--- config.mk ---
export PLATFORM = sky130hd
export DESIGN_NAME = wb_stage
export DESIGN_NICKNAME = d
export VERILOG_FILES = /design/src/rtl/wb_stage_pkg.sv /design/src/rtl/wb_stage_load_align.sv /design/src/rtl/wb_stage.sv
export SDC_FILE = /design/constraint.sdc
export NUM_CORES = 1
export LEC_CHECK = 0
export ABC_AREA = 1
export BUFFER_PORTS_ARGS = -buffer_cell sky130_fd_sc_hd__buf_2
export CAP_MARGIN = 20
export CORE_ASPECT_RATIO = 1.5
export CORE_MARGIN = 2
export CORE_UTILIZATION = 35
export CTS_BUF_LIST = sky130_fd_sc_hd__clkbuf_16
export DETAILED_ROUTE_END_ITERATION = 10
export MAX_ROUTING_LAYER = met4
export PLACE_DENSITY = 0.68
export SLEW_MARGIN = 25
export SYNTH_ARGS = -nofsm -noshare
export SYNTH_HDL_FRONTEND = slang
export SYNTH_SLANG_ARGS = --single-unit
--- constraint.sdc ---
create_clock -name clk -period 2.4 [get_ports clk]
set_clock_uncertainty 0.2 [all_clocks]
set_input_delay 0.72 -clock clk [delete_from_list [all_inputs] [get_ports clk]]
set_output_delay 0.72 -clock clk [all_outputs]
set_load 0.02 [all_outputs]
--- src/rtl/wb_stage_pkg.sv ---
// Shared constants and types for the write-back stage.
package wb_stage_pkg;

    localparam int GPR_NUM     = 32;
    localparam int GPR_AW      = $clog2(GPR_NUM);
    localparam int SINGLE_WORD = 32;
    localparam int LOAD_SEL_W  = 7;

    // Bit positions inside the one-hot load select vector
    localparam int LS_LB  = 0;
    localparam int LS_LBU = 1;
    localparam int LS_LH  = 2;
    localparam int LS_LHU = 3;
    localparam int LS_LW  = 4;
    localparam int LS_LWL = 5;
    localparam int LS_LWR = 6;

    // Everything WB keeps from the MEM stage for one instruction
    typedef struct packed {
        logic [GPR_AW-1:0]      write_num;
        logic [SINGLE_WORD-1:0] vaddr;
        logic [SINGLE_WORD-1:0] final_res;
        logic [SINGLE_WORD-1:0] rt_data;
        logic                   mem_req;
        logic [LOAD_SEL_W-1:0]  load_sel;
        logic [1:0]             align;
    } wb_payload_t;

endpackage

--- src/rtl/wb_stage_load_align.sv ---
// Load data alignment, extension and LWL/LWR merge with per-byte enables.
module load_align
    import wb_stage_pkg::*;
(
    input  logic [LOAD_SEL_W-1:0]  i_load_sel,
    input  logic [1:0]             i_off,
    input  logic [SINGLE_WORD-1:0] i_rdata,
    input  logic [SINGLE_WORD-1:0] i_rt,
    output logic [SINGLE_WORD-1:0] o_wdata,
    output logic [3:0]             o_byte_wen
);

    logic [7:0]  w_byte;
    logic [15:0] w_half;

    // Select the addressed byte/halfword, then extend or merge by load type
    always_comb begin
        w_byte     = 8'h00;
        w_half     = 16'h0000;
        o_wdata    = i_rdata;
        o_byte_wen = 4'hF;

        case (i_off)
            2'd0:    w_byte = i_rdata[7:0];
            2'd1:    w_byte = i_rdata[15:8];
            2'd2:    w_byte = i_rdata[23:16];
            default: w_byte = i_rdata[31:24];
        endcase
        // off[0] is not looked at: misaligned halfwords never get this far
        w_half = i_off[1] ? i_rdata[31:16] : i_rdata[15:0];

        if (i_load_sel[LS_LB]) begin
            o_wdata = {{24{w_byte[7]}}, w_byte};
        end else if (i_load_sel[LS_LBU]) begin
            o_wdata = {24'h000000, w_byte};
        end else if (i_load_sel[LS_LH]) begin
            o_wdata = {{16{w_half[15]}}, w_half};
        end else if (i_load_sel[LS_LHU]) begin
            o_wdata = {16'h0000, w_half};
        end else if (i_load_sel[LS_LWL]) begin
            case (i_off)
                2'd0: begin o_wdata = {i_rdata[7:0],  i_rt[23:0]}; o_byte_wen = 4'b1000; end
                2'd1: begin o_wdata = {i_rdata[15:0], i_rt[15:0]}; o_byte_wen = 4'b1100; end
                2'd2: begin o_wdata = {i_rdata[23:0], i_rt[7:0]};  o_byte_wen = 4'b1110; end
                default: begin o_wdata = i_rdata;                  o_byte_wen = 4'b1111; end
            endcase
        end else if (i_load_sel[LS_LWR]) begin
            case (i_off)
                2'd0: begin o_wdata = i_rdata;                       o_byte_wen = 4'b1111; end
                2'd1: begin o_wdata = {i_rt[31:24], i_rdata[31:8]};  o_byte_wen = 4'b0111; end
                2'd2: begin o_wdata = {i_rt[31:16], i_rdata[31:16]}; o_byte_wen = 4'b0011; end
                default: begin o_wdata = {i_rt[31:8], i_rdata[31:24]}; o_byte_wen = 4'b0001; end
            endcase
        end else begin
            o_wdata = i_rdata;
        end
    end

endmodule

--- src/rtl/wb_stage.sv ---
// Write-back stage: last pipeline stage. Registers the MEM payload, captures
// the data-bus read word, aligns load data and drives the GPR write port,
// forwarding and trace outputs.
module wb_stage
    import wb_stage_pkg::*;
#(
    parameter bit          TRACE_EN = 1'b1,
    parameter logic [31:0] RESET_PC = 32'hBFC0_0000
) (
    input  logic                   clk,
    input  logic                   rst,
    input  logic                   MEM_valid_w_i,
    input  logic [GPR_AW-1:0]      MEM_writeNum_i,
    input  logic [SINGLE_WORD-1:0] MEM_VAddr_i,
    input  logic [SINGLE_WORD-1:0] MEM_finalRes_i,
    input  logic [SINGLE_WORD-1:0] MEM_rtData_i,
    input  logic                   MEM_memReq_i,
    input  logic [LOAD_SEL_W-1:0]  MEM_loadSel_i,
    input  logic [1:0]             MEM_alignCheck_i,
    input  logic [SINGLE_WORD-1:0] data_rdata,
    input  logic                   data_data_ok,
    output logic                   WB_allowin_w_o,
    output logic                   WB_hasRisk_w_o,
    output logic                   WB_forwardMode_w_o,
    output logic [GPR_AW-1:0]      WB_writeNum_w_o,
    output logic                   WB_rfWen_o,
    output logic [GPR_AW-1:0]      WB_rfWaddr_o,
    output logic [SINGLE_WORD-1:0] WB_rfWdata_o,
    output logic [SINGLE_WORD-1:0] debug_wb_pc,
    output logic [3:0]             debug_wb_rf_wen,
    output logic [GPR_AW-1:0]      debug_wb_rf_wnum,
    output logic [SINGLE_WORD-1:0] debug_wb_rf_wdata
);

    logic                   r_has_data;
    wb_payload_t            r_pl;
    logic [SINGLE_WORD-1:0] r_rdata;

    wb_payload_t            w_pl_in;
    logic                   w_is_load;
    logic [SINGLE_WORD-1:0] w_align_data;
    logic [3:0]             w_align_wen;
    logic [SINGLE_WORD-1:0] w_wdata;
    logic [3:0]             w_byte_wen;
    logic                   w_rf_wen;

    assign w_pl_in = '{
        write_num: MEM_writeNum_i,
        vaddr:     MEM_VAddr_i,
        final_res: MEM_finalRes_i,
        rt_data:   MEM_rtData_i,
        mem_req:   MEM_memReq_i,
        load_sel:  MEM_loadSel_i,
        align:     MEM_alignCheck_i
    };

    // Pipeline register; a bubble clears the payload so it can never write
    always_ff @(posedge clk) begin
        if (!rst) begin
            r_has_data <= 1'b0;
            r_pl       <= '0;
        end else begin
            r_has_data <= MEM_valid_w_i;
            r_pl       <= MEM_valid_w_i ? w_pl_in : '0;
        end
    end

    // Read word is sampled only when a valid load completes on the bus
    always_ff @(posedge clk) begin
        if (!rst) begin
            r_rdata <= '0;
        end else if (MEM_valid_w_i && MEM_memReq_i && data_data_ok) begin
            r_rdata <= data_rdata;
        end
    end

    load_align u_load_align (
        .i_load_sel (r_pl.load_sel),
        .i_off      (r_pl.align),
        .i_rdata    (r_rdata),
        .i_rt       (r_pl.rt_data),
        .o_wdata    (w_align_data),
        .o_byte_wen (w_align_wen)
    );

    // Stores carry a zero load select and fall through to the ALU result
    assign w_is_load  = r_pl.mem_req && (|r_pl.load_sel);
    assign w_wdata    = w_is_load ? w_align_data : r_pl.final_res;
    assign w_byte_wen = w_is_load ? w_align_wen  : 4'hF;
    assign w_rf_wen   = r_has_data && (r_pl.write_num != '0);

    assign WB_allowin_w_o     = 1'b1;
    assign WB_hasRisk_w_o     = 1'b0;
    assign WB_forwardMode_w_o = r_has_data;
    assign WB_writeNum_w_o    = r_pl.write_num;
    assign WB_rfWen_o         = w_rf_wen;
    assign WB_rfWaddr_o       = r_pl.write_num;
    assign WB_rfWdata_o       = w_wdata;

    generate
        if (TRACE_EN) begin : g_trace
            assign debug_wb_pc       = r_has_data ? r_pl.vaddr : RESET_PC;
            assign debug_wb_rf_wen   = w_rf_wen ? w_byte_wen : 4'h0;
            assign debug_wb_rf_wnum  = r_pl.write_num;
            assign debug_wb_rf_wdata = w_wdata;
        end else begin : g_no_trace
            assign debug_wb_pc       = '0;
            assign debug_wb_rf_wen   = '0;
            assign debug_wb_rf_wnum  = '0;
            assign debug_wb_rf_wdata = '0;
        end
    endgenerate

endmodule

Yosys cells after proc, flatten, opt, wreduce, memory -nomap -nowiden
Cells that the tools add are included.
{"block": "op_classes", "n_eq_ne": 2, "n_mux": 22, "n_reduce_logical": 8}
{"operator": "32-bit two-way mux", "count": 8}
{"operator": "32-bit one-hot mux with 3 select lines", "count": 2}
{"operator": "4-bit two-way mux", "count": 8}
{"operator": "8-bit one-hot mux with 3 select lines", "count": 1}
{"operator": "16-bit two-way mux", "count": 1}
{"operator": "4-bit one-hot mux with 3 select lines", "count": 1}
{"operator": "3-bit one-hot mux with 3 select lines", "count": 1}
{"operator": "7-bit OR reduction", "count": 1}
{"operator": "5-bit nonzero test", "count": 1}
{"operator": "1-bit logical AND", "count": 4}
{"operator": "2-bit by 1-bit equality test with 1-bit output, second input constant", "count": 1}
{"operator": "2-bit equality test, second input constant", "count": 1}
{"operator": "2-bit logical NOT", "count": 1}
{"operator": "2-bit AND reduction", "count": 1}
{"block": "totals", "regBits": 144, "input_bits": 147, "out_inout_bits": 119, "elab_cells": 41}

Logic depth before layout (Yosys ltp)
Gate-level depths: netlist (run 1).
{"block": "depth", "depth_word": 10, "mapped_depth": 14, "depth_no_buf": 12}

Cells and area by module
A second synthesis (run 1) with hierarchy kept.
{"block": "hier_totals", "hier_cells": 1358, "area_unflattened_um2": 8368.0}
{"module": "wb_stage", "n_inst": 1, "cells_each": 745, "area_per_inst_um2": 5579.1, "seq_area_each_um2": 2882.8}
{"module": "load_align", "n_inst": 1, "cells_each": 613, "area_per_inst_um2": 2788.9, "seq_area_each_um2": 0.0}

Worst setup path before layout (run 1)
No wires, ideal clock.
{"block": "synth_path", "path_type": "reg2out", "startpoint": "reg r_pl[8] in the netlist's numbering", "endpoint": "out debug_wb_rf_wdata[7]", "arrival_ns": 1.749, "required_time_ns": 1.480, "setup_slack_ns": -0.269, "path_stages_with_launch": 9, "cell_sequence": "dfxtp_1 -> buf_4 -> inv_2 -> nand2_1 -> o21ai_4 -> buf_6 -> a21oi_1 -> a21oi_1 -> buf_4"}
{"block": "synth_via", "elab_chain_cells": 7, "elab_cells_between_ends": 9}
{"item": "start: declaration", "line_no": "wb_stage.sv:36", "rtl": "wb_payload_t r_pl;"}
{"item": "start signal: assignment", "line_no": "wb_stage.sv:64", "rtl": "r_pl <= MEM_valid_w_i ? w_pl_in : '0;"}
{"item": "32-bit two-way mux", "line_no": "wb_stage_load_align.sv:47", "rtl": "end else if (i_load_sel[LS_LWR]) begin"}
{"item": "32-bit two-way mux", "line_no": "wb_stage_load_align.sv:40", "rtl": "end else if (i_load_sel[LS_LWL]) begin"}
{"item": "32-bit two-way mux", "line_no": "wb_stage_load_align.sv:38", "rtl": "end else if (i_load_sel[LS_LHU]) begin"}
{"item": "32-bit two-way mux", "line_no": "wb_stage_load_align.sv:36", "rtl": "end else if (i_load_sel[LS_LH]) begin"}
{"item": "32-bit two-way mux", "line_no": "wb_stage_load_align.sv:34", "rtl": "end else if (i_load_sel[LS_LBU]) begin"}
{"item": "32-bit two-way mux", "line_no": "wb_stage_load_align.sv:32", "rtl": "if (i_load_sel[LS_LB]) begin"}
{"item": "32-bit two-way mux (*)", "line_no": "wb_stage.sv:88", "rtl": "assign w_wdata = w_is_load ? w_align_data : r_pl.final_res;"}
{"item": "end: declaration", "line_no": "wb_stage.sv:32", "rtl": "output logic [SINGLE_WORD-1:0] debug_wb_rf_wdata"}
Mark *: on every way between the ends. The rest lies on a longest branch, timed or not.

Worst setup path in the final report (run 1)
{"block": "layout_path", "startpoint": "reg r_pl[1] in the netlist's numbering", "endpoint": "out debug_wb_rf_wdata[29]"}
{"block": "layout_via", "elab_chain_cells": 9, "elab_cells_between_ends": 14}
{"item": "2-bit equality test, or another cell as far along", "line_no": "wb_stage_load_align.sv:23, wb_stage_load_align.sv:41, wb_stage_load_align.sv:48"}
{"item": "32-bit one-hot mux with 3 select lines", "line_no": "wb_stage_load_align.sv:48", "rtl": "case (i_off)"}
{"item": "32-bit two-way mux", "line_no": "wb_stage_load_align.sv:47"}
{"item": "32-bit two-way mux", "line_no": "wb_stage_load_align.sv:40"}
{"item": "32-bit two-way mux", "line_no": "wb_stage_load_align.sv:38"}
{"item": "32-bit two-way mux", "line_no": "wb_stage_load_align.sv:36"}
{"item": "32-bit two-way mux", "line_no": "wb_stage_load_align.sv:34"}
{"item": "32-bit two-way mux (*)", "line_no": "wb_stage_load_align.sv:32"}
{"item": "32-bit two-way mux (*)", "line_no": "wb_stage.sv:88"}
Marked as above.

==> results of run 1 <==
==> routing by layer <==
| layer | up-vias | GRT usage, % | routed length (um) |
|---|---|---|---|
| met4 | 0 | 14.4 | 1570 |
| met5 | - | - | 0 |
| met1 | 4013 | 29.2 | 11900 |
| met2 | 348 | 45.9 | 16500 |
| li1 | 4313 | - | - |
| met3 | 82 | 4.09 | 1720 |
==> cell families (layout without fill, tap and decap cells) <==
| kind of cell | Yosys count | count (layout) |
|---|---|---|
| AND/OR/NAND/NOR | 582 | 583 |
| AO/OA/AOI/OAI | 178 | 178 |
| other | 2 | 4 |
| flip-flops | 144 | 144 |
| buffers and inverters | 315 | 641 |
==> per-stage QoR <==
step	std cells	utilization, %	worst slack [ns]
after floorplan	1221	-	-0.115
after global placement	1766	45.3	-0.277
after detailed placement	1766	45.3	-0.294
after CTS	1813	50.0	-0.695
after global routing	1826	52.2	-0.771
final	1826	52.2	-0.682
==> power by group through the flow <==
| stage | Sequential [mW] | Combinational [mW] | Clock [mW] |
|---|---|---|---|
| final | 2.57 | 1.47 | 2.61 |
| after global routing | 2.58 | 1.58 | 2.76 |
| after CTS | 2.57 | 1.36 | 2.66 |
| after detailed placement | 2.62 | 1.25 | 0 |
| after global placement | 2.62 | 1.25 | 0 |
| after floorplan | 2.59 | 0.806 | 0 |
==> worst max-delay path: cells and delay by family, from the launching register on <==
family | cells | cell delay [ns]
buffers and inverters | 5 | 0.75
AND/OR/NAND/NOR | 2 | 0.18
flip-flops | 1 | 0.36
AO/OA/AOI/OAI | 3 | 0.41
==> registers in the layout, summed over array words and instances (netlist names) <==
register            flops
WB_rfWaddr_o            5
WB_forwardMode_w_o      1
r_pl                  106
r_rdata                32
==> layout by cell type, fill, tap and decap left out, drive strengths merged <==
| master | synthesis | layout |
|---|---|---|
| nand3 | 100 | 100 |
| o21ai | 62 | 62 |
| a21oi | 105 | 105 |
| diode | 0 | 2 |
| clkbuf | 32 | 19 |
| a41oi | 1 | 1 |
| nand2 | 277 | 277 |
| nor2 | 189 | 190 |
| buf | 85 | 409 |
| clkinvlp | 0 | 4 |
| or2 | 8 | 8 |
| a31oi | 4 | 4 |
| clkinv | 2 | 8 |
| o211ai | 6 | 6 |
| dfxtp | 144 | 144 |
| conb | 2 | 2 |
| inv | 196 | 199 |
| bufinv | 0 | 2 |
| nand4 | 7 | 7 |
| nor3 | 1 | 1 |
==> final cells by class <==
class,count,share of cell area [%]
Antenna cell,2,0.0431
Clock buffer,17,3.67
Tap cell,276,2.98
Multi-Input combinational cell,763,33.7
Sequential cell,144,24.9
Clock inverter,15,1.25
Timing Repair Buffer,411,27.0
Inverter,198,6.51
==> final timing paths <==
| kind | startpoint | slack (ns) | end | cells past startpoint |
|---|---|---|---|---|
| worst max-delay path | r_pl[1] | -0.68 | debug_wb_rf_wdata[29] | 10 |
| worst max register to register | r_rdata[22] | 1.23 | r_rdata[22] | 3 |
| worst min register to register | r_rdata[11] | 0.33 | r_rdata[11] | 2 |
| worst min-delay path | MEM_rtData_i[30] | 0.29 | r_pl[40] | 3 |
==> timing repair <==
| action | 4_1_cts | 5_1_grt |
|---|---|---|
| gates cloned | 3 | 2 |
| setup buffers | 12 | 10 |
| pin swaps | 20 | 46 |
| gates resized for setup | 100 | 111 |
| setup endpoints to repair | 70 | 72 |
==> impl_metrics.toml, run 1 <==
[cells_and_area]
seqCellArea_um2 = 2890
nets = 1682
area_growth_pct = 47.9
fillCellCount = 2251
multi_input_area_um2 = 3910
final_area_um2 = 11600
drive_gt1_share_pct = 36.3

[grt]
grt_max_degree = 59
antenna_found_initial = 2
gr-total-overflow = 0
grt_usage_pct = 26.6
grt_pass1_vias = 8507
grt_pass1_wl_mm = 46.8

[pwr]
p_sw_mw = 2.01
p_int_mw = 4.64
p_sw_share_pct = 30.3
pwr-share-clk_pct = 39.3
p_comb_share_pct = 22.1
power_frac_seq_pct = 38.7
p_leak_nw = 6.20
ir_drop_v = 0.000491
total_power_mw = 6.66
power_density_nw_per_um2 = 574

[clocking]
cts_buffers = 17
cts_tree = "built"
htree_levels = 4
path_clk_slew_ns = 0.06
cts_hold_buffers = 0
cts_sinks = 144
clockRootBuffer = "clkbuf_16"
insertion_delay_ns = 0.43
clock_path_buffers = 2

[place]
dpl_cell_area_um2 = 10100
gp_congestion = 0.970
io_buffer_count = 263
hpwlAfterDp_mm = 23.4

[synth]
synth_fa_ha_area_share_pct = 0
syn_area_per_cell_um2 = 6.43
async_reset_ff_share_pct = 0
synth_cell_types = 33
seq_area_frac_synth_pct = 36.7
yosys_warnings = 0
synthTopCellsByArea = "dfxtp_1 (37%), nand2_1 (13%), inv_1 (9.1%)"
yosysMostFrequentCell = "nand2_1"
synthCells = 1221
synth_commonest_cells = "nand2_1 (271), inv_1 (191), nor2_1 (181)"
yosysTopAreaCell = "dfxtp_1"
synthXorXnorAreaFrac_pct = 0
synth_top_family_by_area = "simple AND/OR/NAND/NOR gates"
synthSimpleGateAreaFrac_pct = 30.7
synth_top_flop_cell = "dfxtp_1"
syn_nets = 1368
synth_enable_flop_cells = 0
synth_top_area_share_pct = 36.7
synth_compound_area_share_pct = 13.0
synth_mux_area_share_pct = 0
ys_seq_elements = 144
syn-cell-area_um2 = 7850

[drt]
drc = 0
ant_nets = 0
drt_pre_antenna_iters = 5
wl_mm = 31.6
vias_per_cell = 4.80
route.vias.total = 8756
drt_iter0_markers = 521
wire_per_inst_um = 17.3

[sta]
hold_violations = 0
maxSlewViolCount = 0
slew_headroom_pct = 60.5
setup_violations = 68
period_share_pct = 128
worstMarginPinSlew_ns = 0.593
setup_slack_ns = -0.682
finalCriticalPeriod_ns = 3.08
rsz0062_at_grt = "true"
max_freq_mhz = 324
setup_tns_ns = -42.57
holdWs_ns = 0.291

[critical_path]
crit_type = "flip-flop to primary output"
max_stage_delay_ns = 0.36
cp_data_required_time_ns = 1.48
path_cells = "buf_12 -> buf_4 -> o21ai_4 -> nand2_2 -> nand2_2 -> a21oi_4 -> buf_12 -> clkbuf_16 -> a21oi_4 -> buf_6"
worstPathArrival_ns = 2.16
critical-path-slowest-cell = "dfxtp_4"
start_kind = "flip-flop"
cp_max_fo = 8
worst_setup_path_end_kind = "primary output"

[floorplanning]
coreArea_um2 = 22200
initial_utilization_pct = 35.3
rows = 67
die_w_um = 126
ios = 266
dieHeight_um = 187
die-area_um2 = 23700

[outcome]
status = "finished with violations"
violations = "setup timing"

[run]
drv_cap = 0

[min_path]
min_path_type = "primary input to flip-flop"
Note: power is estimated with default switching activity, not from simulation.
==> run 2, diff against run 1 <==
--- a/config.mk
+++ b/config.mk
@@ -5,7 +5,6 @@
 export SDC_FILE = /design/constraint.sdc
 export NUM_CORES = 1
 export LEC_CHECK = 0
-export ABC_AREA = 1
 export BUFFER_PORTS_ARGS = -buffer_cell sky130_fd_sc_hd__buf_2
 export CAP_MARGIN = 20
 export CORE_ASPECT_RATIO = 1.5
@@ -14,7 +13,7 @@
 export CTS_BUF_LIST = sky130_fd_sc_hd__clkbuf_16
 export DETAILED_ROUTE_END_ITERATION = 10
 export MAX_ROUTING_LAYER = met4
-export PLACE_DENSITY = 0.68
+export PLACE_DENSITY = 0.69
 export SLEW_MARGIN = 25
 export SYNTH_ARGS = -nofsm -noshare
 export SYNTH_HDL_FRONTEND = slang
==> run 2 against run 1 <==
  * The flow still finishes with violations (setup timing)
  * Via count decreased by 16%
  * Largest cell class unchanged
  * Non-clock buffer count increased by 9
  * Synthesized area decreased by 8.3%
  * Critical path type unchanged
  * Largest power group is now sequential cells
  * Cell area decreased by 2.2%
  * Highest routed layer unchanged
  * Critical endpoint is now debug_wb_rf_wdata[25]
  * Cell count decreased by 24%
  * Worst setup slack got worse by 0.11 ns
  * Fmax decreased by 3.5%
  * Flip-flop and latch count unchanged
==> impl_metrics.toml, run 2 <==
[outcome]
status = "finished with violations"
violations = "setup timing"

[drt]
vias_per_cell = 5.27
drt_iter0_markers = 406
wl_mm = 27.9
drc = 0
wire_per_inst_um = 20.1
route.vias.total = 7341
drt_pre_antenna_iters = 4
ant_nets = 0

[pwr]
power_frac_seq_pct = 39.6
power_density_nw_per_um2 = 570
p_sw_share_pct = 28.9
p_comb_share_pct = 21.1
ir_drop_v = 0.000489
p_int_mw = 4.60
pwr-share-clk_pct = 39.3
p_leak_nw = 5.23
p_sw_mw = 1.87

[clocking]
path_clk_slew_ns = 0.07
clock_path_buffers = 2
clockRootBuffer = "clkbuf_16"
insertion_delay_ns = 0.42
htree_levels = 4
cts_buffers = 17
cts_sinks = 144
cts_hold_buffers = 0
cts_tree = "built"

[sta]
rsz0062_at_grt = "true"
holdWs_ns = 0.321
finalCriticalPeriod_ns = 3.20
max_freq_mhz = 313
period_share_pct = 133
hold_violations = 0
maxSlewViolCount = 0
setup_violations = 69
setup_slack_ns = -0.795

[synth]
synth_top_flop_cell = "dfxtp_1"
yosysTopAreaCell = "dfxtp_1"
syn_nets = 945
ys_seq_elements = 144
synthTopCellsByArea = "dfxtp_1 (40%), and3_1 (10%), buf_4 (5.3%)"
synth_top_area_share_pct = 40.1
async_reset_ff_share_pct = 0
yosysMostFrequentCell = "dfxtp_1"
syn-cell-area_um2 = 7200
synth_enable_flop_cells = 0
synth_commonest_cells = "dfxtp_1 (144), and3_1 (116), nand2_1 (88)"
yosys_warnings = 0
synth_cell_types = 44
seq_area_frac_synth_pct = 40.1
synthCells = 798
syn_area_per_cell_um2 = 9.02

[place]
io_buffer_count = 263
gp_congestion = 1.02
hpwlAfterDp_mm = 20.1
dpl_cell_area_um2 = 9320

[grt]
grt_usage_pct = 25.1
grt_pass1_wl_mm = 40.8
grt_pass1_vias = 7336
antenna_found_initial = 1
grt_max_degree = 68
gr-total-overflow = 0

[cells_and_area]
area_growth_pct = 57.7
nets = 1261
fillCellCount = 1758
largest_reg_flops = 106
multi_input_area_um2 = 4340
drive_gt1_share_pct = 54.2
layout_common_cells = "buf_2 (202), dfxtp_1 (135), buf_4 (119)"
top_register = "r_pl"
layout_commonest_cell = "buf_2"
finish.utilization_pct = 56.0
final_area_um2 = 11300
seqCellArea_um2 = 2900

[floorplanning]
die-area_um2 = 21700
coreArea_um2 = 20300
rows = 64
ios = 266
dieHeight_um = 180
die_w_um = 121
initial_utilization_pct = 35.5

[critical_path]
reg2reg_depth = 3
max_stage_delay_ns = 0.58
crit_buf_inv = 3
worst_setup_path_end_kind = "primary output"
cp_max_fo = 8
r2r_setup_slack_ns = 1.19
critical-path-slowest-cell = "mux4_2"
crit_type = "flip-flop to primary output"
worstPathArrival_ns = 2.28
path_cells = "buf_8 -> clkbuf_16 -> mux4_2 -> nor2_2 -> a211oi_2 -> o22a_4 -> buf_6"
cp_data_required_time_ns = 1.48
start_kind = "flip-flop"
timing.rr.end = "r_rdata[5]"
path_delay_family = "multiplexers"
reg2reg_from = "r_rdata[5]"

[min_path]
min_from = "MEM_rtData_i[27]"
min_path_type = "primary input to flip-flop"
hold_depth = 2
hold_path_end = "r_pl[37]"

[run]
drv_cap = 0
## run 2: area by class of cell
type / count / area share (%)
Clock buffer: 17 / 3.75
Sequential cell: 144 / 25.6
Multi-Input combinational cell: 528 / 38.2
Antenna cell: 1 / 0.0221
Clock inverter: 15 / 1.16
Tap cell: 264 / 2.91
Inverter: 3 / 0.132
Timing Repair Buffer: 420 / 28.2
## run 2: kinds of logic after synthesis
| logic type | after synthesis | share of synthesized area (%) |
|---|---|---|
| simple gates | 299 | 22.1 |
| compound gates | 178 | 17.6 |
| flops | 144 | 40.1 |
| buf+inv | 126 | 10.3 |
| mux | 49 | 9.91 |
| other cells | 2 | 0.104 |
## run 2: worst max path at each step
stage                  from                    end  slack [ns]  cells past startpoint
finish              r_pl[0]  debug_wb_rf_wdata[25]       -0.80                      7
global route        r_pl[0]  debug_wb_rf_wdata[25]       -0.82                      7
CTS                 r_pl[0]  debug_wb_rf_wdata[25]       -0.75                      7
detailed placement  r_pl[0]        WB_rfWdata_o[6]       -0.39                      7
global placement    r_pl[0]        WB_rfWdata_o[6]       -0.40                      7
floorplan           r_pl[8]  debug_wb_rf_wdata[10]       -0.29                      7
## run 2: layer usage
layer,share of wire (%),GRT usage [%],vias up
li1,-,-,3425
met1,37,27.2,3452
met2,51,43.9,373
met3,7.5,5.96,91
met4,4.6,9.44,0
met5,0,-,-
## run 2: repair_timing
item / 4_1_cts / 5_1_grt
endpoints found under the setup margin: 69 / 70
setup buffers: 11 / 25
gates resized for setup: 185 / 108
pin swaps: 20 / 27
gates cloned: 4 / 4
## run 2: stage by stage
stage	TNS (ns)	instances	worst slack, ns	power [mW]
after floorplan	-11.12	798	-0.287	3.26
after global placement	-21.00	1320	-0.402	3.63
after detailed placement	-21.10	1320	-0.391	3.64
after CTS	-48.59	1367	-0.754	6.35
after global routing	-52.97	1392	-0.823	6.71
final	-49.02	1392	-0.795	6.47
## run 2: worst register-to-register path: cells and delay by family (launching register included)
kind,cells,cell delay (ns)
flip-flops,1,0.50
AND/OR/NAND/NOR,1,0.05
AO/OA/AOI/OAI,1,0.15
buffers and inverters,1,0.23
## run 2: power groups by stage
stage	clock, mW	sequential (mW)	combinational (mW)
after floorplan	0	2.58	0.683
after global placement	0	2.60	1.03
after detailed placement	0	2.60	1.04
after CTS	2.58	2.55	1.21
after global routing	2.70	2.56	1.44
final	2.54	2.56	1.37
